--- config.mk ---
export PLATFORM = sky130hd
export DESIGN_NAME = fetch_unit
export DESIGN_NICKNAME = d
export VERILOG_FILES = /design/src/rtl/fetch_unit.sv
export SDC_FILE = /design/constraint.sdc
export NUM_CORES = 2
export LEC_CHECK = 0
export CORE_AREA = 3 3 246 369
export CTS_CLUSTER_SIZE = 25
export DETAILED_ROUTE_END_ITERATION = 8
export DIE_AREA = 0 0 249 372
export SLEW_MARGIN = 5
export SYNTH_ARGS = -nofsm -noshare
export SYNTH_HDL_FRONTEND = slang
export SYNTH_SLANG_ARGS = --single-unit
--- constraint.sdc ---
create_clock -name clk_i -period 3.2 [get_ports clk_i]
set_input_delay 0.96 -clock clk_i [delete_from_list [all_inputs] [get_ports clk_i]]
set_output_delay 0.96 -clock clk_i [all_outputs]
set_load 0.02 [all_outputs]
--- src/rtl/fetch_unit.sv ---
// Fetch-group producer: sequential PC generation, one-outstanding I-cache requests,
// response FIFO toward ibuffer, and redirect handling that drops stale in-flight groups.

module fetch_unit_chk #(
  parameter int unsigned RSP_DEPTH = 4,
  parameter int unsigned CNT_W     = 3
) (
  input logic             clk_i,
  input logic             rst_ni,
  input logic             push_s,
  input logic             pop_s,
  input logic [CNT_W-1:0] count_r
);

  // A push into a full FIFO without a simultaneous pop is a credit-logic bug.
  overflow_a: assert property (@(posedge clk_i) disable iff (!rst_ni)
    !(push_s && !pop_s && (count_r == CNT_W'(RSP_DEPTH))))
    else $error("fetch_unit response FIFO overflow");

endmodule

module fetch_unit #(
  parameter int unsigned     INSTR_PER_FETCH = 4,
  parameter int unsigned     ILEN            = 32,
  parameter int unsigned     PLEN            = 32,
  parameter logic [PLEN-1:0] RESET_PC        = 32'h8000_0000,
  parameter int unsigned     RSP_DEPTH       = 4
) (
  input  logic                            clk_i,
  input  logic                            rst_ni,
  input  logic                            redirect_i,
  input  logic [PLEN-1:0]                 redirect_pc_i,
  output logic                            ic_req_valid_o,
  input  logic                            ic_req_ready_i,
  output logic [PLEN-1:0]                 ic_req_addr_o,
  input  logic                            ic_rsp_valid_i,
  input  logic [INSTR_PER_FETCH*ILEN-1:0] ic_rsp_instrs_i,
  output logic                            fe_valid_o,
  input  logic                            fe_ready_i,
  output logic [INSTR_PER_FETCH*ILEN-1:0] fe_instrs_o,
  output logic [PLEN-1:0]                 fe_pc_o
);

  localparam int unsigned     GW          = INSTR_PER_FETCH * ILEN;
  localparam int unsigned     FETCH_BYTES = GW / 8;
  localparam int unsigned     PTR_W       = $clog2(RSP_DEPTH);
  localparam int unsigned     CNT_W       = $clog2(RSP_DEPTH + 1);
  localparam logic [PLEN-1:0] FETCH_INC   = PLEN'(FETCH_BYTES);
  localparam logic [CNT_W:0]  DEPTH_C     = (CNT_W + 1)'(RSP_DEPTH);

  logic [PLEN-1:0]  npc_r;
  logic [PLEN-1:0]  req_pc_r;
  logic             outstanding_r;
  logic             drop_r;
  logic [PTR_W-1:0] wr_ptr_r;
  logic [PTR_W-1:0] rd_ptr_r;
  logic [CNT_W-1:0] count_r;
  logic [PLEN-1:0]  pc_mem_r  [RSP_DEPTH];
  logic [GW-1:0]    ins_mem_r [RSP_DEPTH];

  logic rsp_fire_s;
  logic credit_ok_s;
  logic req_fire_s;
  logic push_s;
  logic pop_s;

  // Handshake decode; the credit check looks only at registered occupancy.
  always_comb begin
    rsp_fire_s     = ic_rsp_valid_i;
    credit_ok_s    = (({1'b0, count_r} + {{CNT_W{1'b0}}, outstanding_r}) < DEPTH_C);
    ic_req_valid_o = rst_ni && !redirect_i && (!outstanding_r || rsp_fire_s) && credit_ok_s;
    req_fire_s     = ic_req_valid_o && ic_req_ready_i;
    fe_valid_o     = (count_r != {CNT_W{1'b0}}) && !redirect_i;
    pop_s          = fe_valid_o && fe_ready_i;
    push_s         = rsp_fire_s && !drop_r && !redirect_i;
  end

  assign ic_req_addr_o = npc_r;
  assign fe_pc_o       = pc_mem_r[rd_ptr_r];
  assign fe_instrs_o   = ins_mem_r[rd_ptr_r];

  // PC, outstanding/drop tracking and FIFO pointers; redirect overrides everything.
  always_ff @(posedge clk_i or negedge rst_ni) begin
    if (!rst_ni) begin
      npc_r         <= RESET_PC;
      req_pc_r      <= RESET_PC;
      outstanding_r <= 1'b0;
      drop_r        <= 1'b0;
      wr_ptr_r      <= {PTR_W{1'b0}};
      rd_ptr_r      <= {PTR_W{1'b0}};
      count_r       <= {CNT_W{1'b0}};
    end else if (redirect_i) begin
      npc_r         <= redirect_pc_i;
      outstanding_r <= outstanding_r && !rsp_fire_s;
      // An in-flight request that has not answered yet must be swallowed on arrival.
      drop_r        <= outstanding_r && !rsp_fire_s;
      wr_ptr_r      <= {PTR_W{1'b0}};
      rd_ptr_r      <= {PTR_W{1'b0}};
      count_r       <= {CNT_W{1'b0}};
    end else begin
      if (req_fire_s) begin
        req_pc_r <= npc_r;
        npc_r    <= npc_r + FETCH_INC;
      end
      outstanding_r <= req_fire_s || (outstanding_r && !rsp_fire_s);
      if (rsp_fire_s && drop_r) begin
        drop_r <= 1'b0;
      end
      if (push_s) begin
        wr_ptr_r <= wr_ptr_r + PTR_W'(1);
      end
      if (pop_s) begin
        rd_ptr_r <= rd_ptr_r + PTR_W'(1);
      end
      if (push_s && !pop_s) begin
        count_r <= count_r + CNT_W'(1);
      end else if (pop_s && !push_s) begin
        count_r <= count_r - CNT_W'(1);
      end else begin
        count_r <= count_r;
      end
    end
  end

  // FIFO storage: each entry holds a response group and the PC of its first instruction.
  always_ff @(posedge clk_i or negedge rst_ni) begin
    if (!rst_ni) begin
      for (int i = 0; i < int'(RSP_DEPTH); i++) begin
        pc_mem_r[i]  <= {PLEN{1'b0}};
        ins_mem_r[i] <= {GW{1'b0}};
      end
    end else if (push_s) begin
      pc_mem_r[wr_ptr_r]  <= req_pc_r;
      ins_mem_r[wr_ptr_r] <= ic_rsp_instrs_i;
    end else begin
      pc_mem_r[wr_ptr_r]  <= pc_mem_r[wr_ptr_r];
      ins_mem_r[wr_ptr_r] <= ins_mem_r[wr_ptr_r];
    end
  end

  fetch_unit_chk #(
    .RSP_DEPTH (RSP_DEPTH),
    .CNT_W     (CNT_W)
  ) u_chk (
    .clk_i   (clk_i),
    .rst_ni  (rst_ni),
    .push_s  (push_s),
    .pop_s   (pop_s),
    .count_r (count_r)
  );

endmodule

==> reports/qor.txt <==
htree depth: 3
CP top delay family: buffers and inverters
mapped cell area: 35000 um2
worst vdd ir: 0.000756 V
Flop pwr share: 0.387
crit-path max FO: 8
reg-to-reg slack, setup: 0.86 ns
failing checks: setup timing
most instantiated cells after synthesis: dfrtp_1, nor2_1, a21oi_1, mux4_2, clkbuf_1
Clock Power Share: 0.213
Placed Cells: 4401
MaxCap Viol Count: 0
Yosys cell types: 53
Area growth, synth to finish: 24.4%
clock sinks: 713
FILL cells: 7817
Placement Setup Slack: -0.245 ns
Hold Path Class: in -> async
switching part of the total power: 0.356
kind of start point of the critical path: flip-flop
slowest CP cell: dfrtp_4
Gate power share: 0.400
compound-gate portion of the synthesized area: 0.105
Adder-Cell Fraction of Synth Area: 0.00236
top-area cell type share of the netlist area: 0.508
Pre-antenna DRT Iters: 5
initial antenna violation count: 3
NetSw: 14.3 mW
skew final: 0.0207 ns
Hold Fails Final Rpt: 0
crit share post-route: 1.03
critical path buffer and inverter count: 5
CP Capture Type: primary output
Syn. warnings: 0
clock slew at reported path FFs: 0.06 ns
floorplan row count: 133
number of global-route vias before repair: 25900
fin crit period: 3.28 ns
# hold bufs at CTS: 0
residual DRC count: 0
xor and xnor area share after synthesis: 0.00175
f_max: 305 MHz
1st-iter DRT viols: 1715
final net count: 3564
grt ovf: 0
largest family of logic cells by synthesized area: multiplexers
Syn Nets: 3215
Avg Cell Area, Syn: 11.5 um2
largest net degree at the start of global routing: 157
cts bufs inserted: 74
die span in x: 249 um
Post-DRT Antenna Nets: 0
outcome: finished, violations left
Final Slew Violations: 0
layout cells sized above 1: 0.229
WL per Instance: 21.2 um
Critical Path RT: 2.24 ns
Final Cell Area: 43600 um2
deepest clock path buffer count: 3
worst setup margin: -0.0813 ns
Seq/Total Area, Yosys: 0.509
first-pass GRT wire length: 152 mm
Post-synth top flop: dfrtp_1
die area: 92600 um2
Cell Area, Placed: 40500 um2
TritonCTS clock tree: done
RD Place Congestion: 0.805
worst skew pair latency: 0.62 ns
Worst EP arrival: 2.32 ns
I/O pins: 360
RSZ-0062 raised after global routing: yes
total track usage: 0.209
crit path cell chain: buf_12 -> buf_16 -> buf_12 -> buf_6 -> mux4_2 -> buf_6
Port Buffers: 359
relative slew slack: 0.414
total power: 40.1 mW
Initial Utilization: 0.400
register area: 17900 um2
non-filler cells, final: 4591
Worst Tran Pin Value: 0.879 ns
Leakage: 16.4 nW
Crit Path Class: reg -> out
Async SR Flop Fraction: 1.00
count leader, synth: dfrtp_1
Worst path max stage delay: 0.52 ns
final setup fails: 44
area leader, netlist: dfrtp_1
EDFF count, synth: 0
area of the multi-input gates: 16100 um2
Area contributors post-synth: dfrtp_1, mux4_2, a21oi_1
Int Pwr: 25.8 mW
Die Ht: 372 um
core region area: 87700 um2
gate count of the mapped netlist: 3043
multiplexer share of the synthesized area: 0.254
power per cell area: 919 nW/um2
Vias: 25300
clk root buf: clkbuf_16
drt via density: 5.50
#FFs+latches synth: 713
Synth Area in Simple Gates: 0.0961
post-DP HPWL: 61.0 mm
detailed-route wire length: 97.4 mm
## cell type report
class,instances,area share
Sequential cell,713,0.409
Multi-Input combinational cell,2059,0.370
Timing Repair Buffer,531,0.132
Clock buffer,105,0.0488
Tap cell,1147,0.0329
Clock inverter,20,0.00493
Inverter,13,0.00112
Antenna cell,3,0.000172
## through the flow
| stage | TNS (ns) | hold WS, ns | util |
|---|---|---|---|
| after global routing | -10.08 | 0.457 | 0.497 |
| after CTS | -18.64 | 0.436 | 0.491 |
| after global placement | -0.207 | 0.459 | 0.461 |
| final | -1.20 | 0.412 | 0.497 |
| after floorplan | 0 | 0.439 | - |
| after detailed placement | -0.264 | 0.462 | 0.461 |
## state kept, by name, indices dropped and copies added (netlist names)
| register | count |
|---|---|
| ic_req_addr_o | 32 |
| rd_ptr_r | 2 |
| outstanding_r | 1 |
| pc_mem_r | 128 |
| wr_ptr_r | 2 |
| req_pc_r | 32 |
| drop_r | 1 |
| count_r | 3 |
| ins_mem_r | 512 |
## worst reg2reg max path: stages (launching register included)
cell	delay [ns]
dfrtp_1	0.48
nor3_1	0.34
nor2_1	0.11
buf_4	0.16
a21boi_0	0.23
fa_1	0.47
a21oi_1	0.15
a211oi_1	0.06
a311oi_1	0.24
## power groups by stage
stage | sequential (mW) | clock, mW | combinational, mW
finish | 15.5 | 8.56 | 16.0
floorplan | 14.8 | 0 | 10.6
CTS | 15.5 | 8.82 | 15.4
detailed placement | 15.7 | 0 | 15.8
global placement | 15.4 | 0 | 15.6
global route | 16.1 | 9.20 | 17.5
## cell usage in the layout, fill, tap and decap left out, drive strengths merged, types with 5 or more instances in the layout
cell type,netlist,layout
a21oi,644,644
and2,5,5
buf,76,317
clkbuf,182,120
clkdlybuf4s50,0,196
clkinv,0,12
dfrtp,711,711
ha,5,5
inv,13,17
mux2i,164,164
mux4,320,320
nand2,119,119
nand3,18,18
nand4,11,11
nor2,667,667
nor2b,6,6
nor3,6,6
o211ai,5,5
o21ai,34,34
o311ai,6,6
## kinds of logic (layout without fill, tap and decap cells)
family	after synthesis	count (layout)
and+or+nand+nor	848	848
DFF	713	713
AOI/OAI and AO/OA	710	710
muxes	488	488
buffers and inverters	271	669
xor gates and xnor gates	7	7
adders and majority gates	6	6
other	0	3
## layer usage
metal | wire length [um] | share of wire | up-vias | GRT usage
li1 | - | - | 11700 | -
met1 | 39800 | 0.41 | 12700 | 0.268
met2 | 50700 | 0.52 | 694 | 0.367
met3 | 4900 | 0.050 | 109 | 0.0352
met4 | 1990 | 0.020 | 0 | 0.0572
met5 | 0 | 0 | - | 0
## path summary, 6_finish.rpt
kind | endpoint | depth (start not counted) | start
worst max-delay path | fe_instrs_o[75] | 6 | rd_ptr_r[0]$_DFFE_PN0P_
worst min register to register | req_pc_r[31]$_DFFE_PN1P_ | 2 | req_pc_r[31]$_DFFE_PN1P_
worst max register to register | count_r[1]$_DFFE_PN0P_ | 8 | count_r[2]$_DFFE_PN0P_
max in group asynchronous | ins_mem_r[441]$_DFFE_PN0P_ | 3 | rst_ni
min in group clk_i | req_pc_r[31]$_DFFE_PN1P_ | 2 | req_pc_r[31]$_DFFE_PN1P_
worst min-delay path | pc_mem_r[48]$_DFFE_PN0P_ | 2 | rst_ni
## repair_timing
| item | CTS | global route |
|---|---|---|
| pin swaps | 0 | 0 |
| setup endpoints to repair | 161 | 160 |
| buffers inserted | 15 | 42 |
| endpoints found under the hold margin | 0 | 0 |
| resized for setup | 581 | 366 |
| gates cloned | 7 | 4 |
Power figures use the tool's default switching activity.
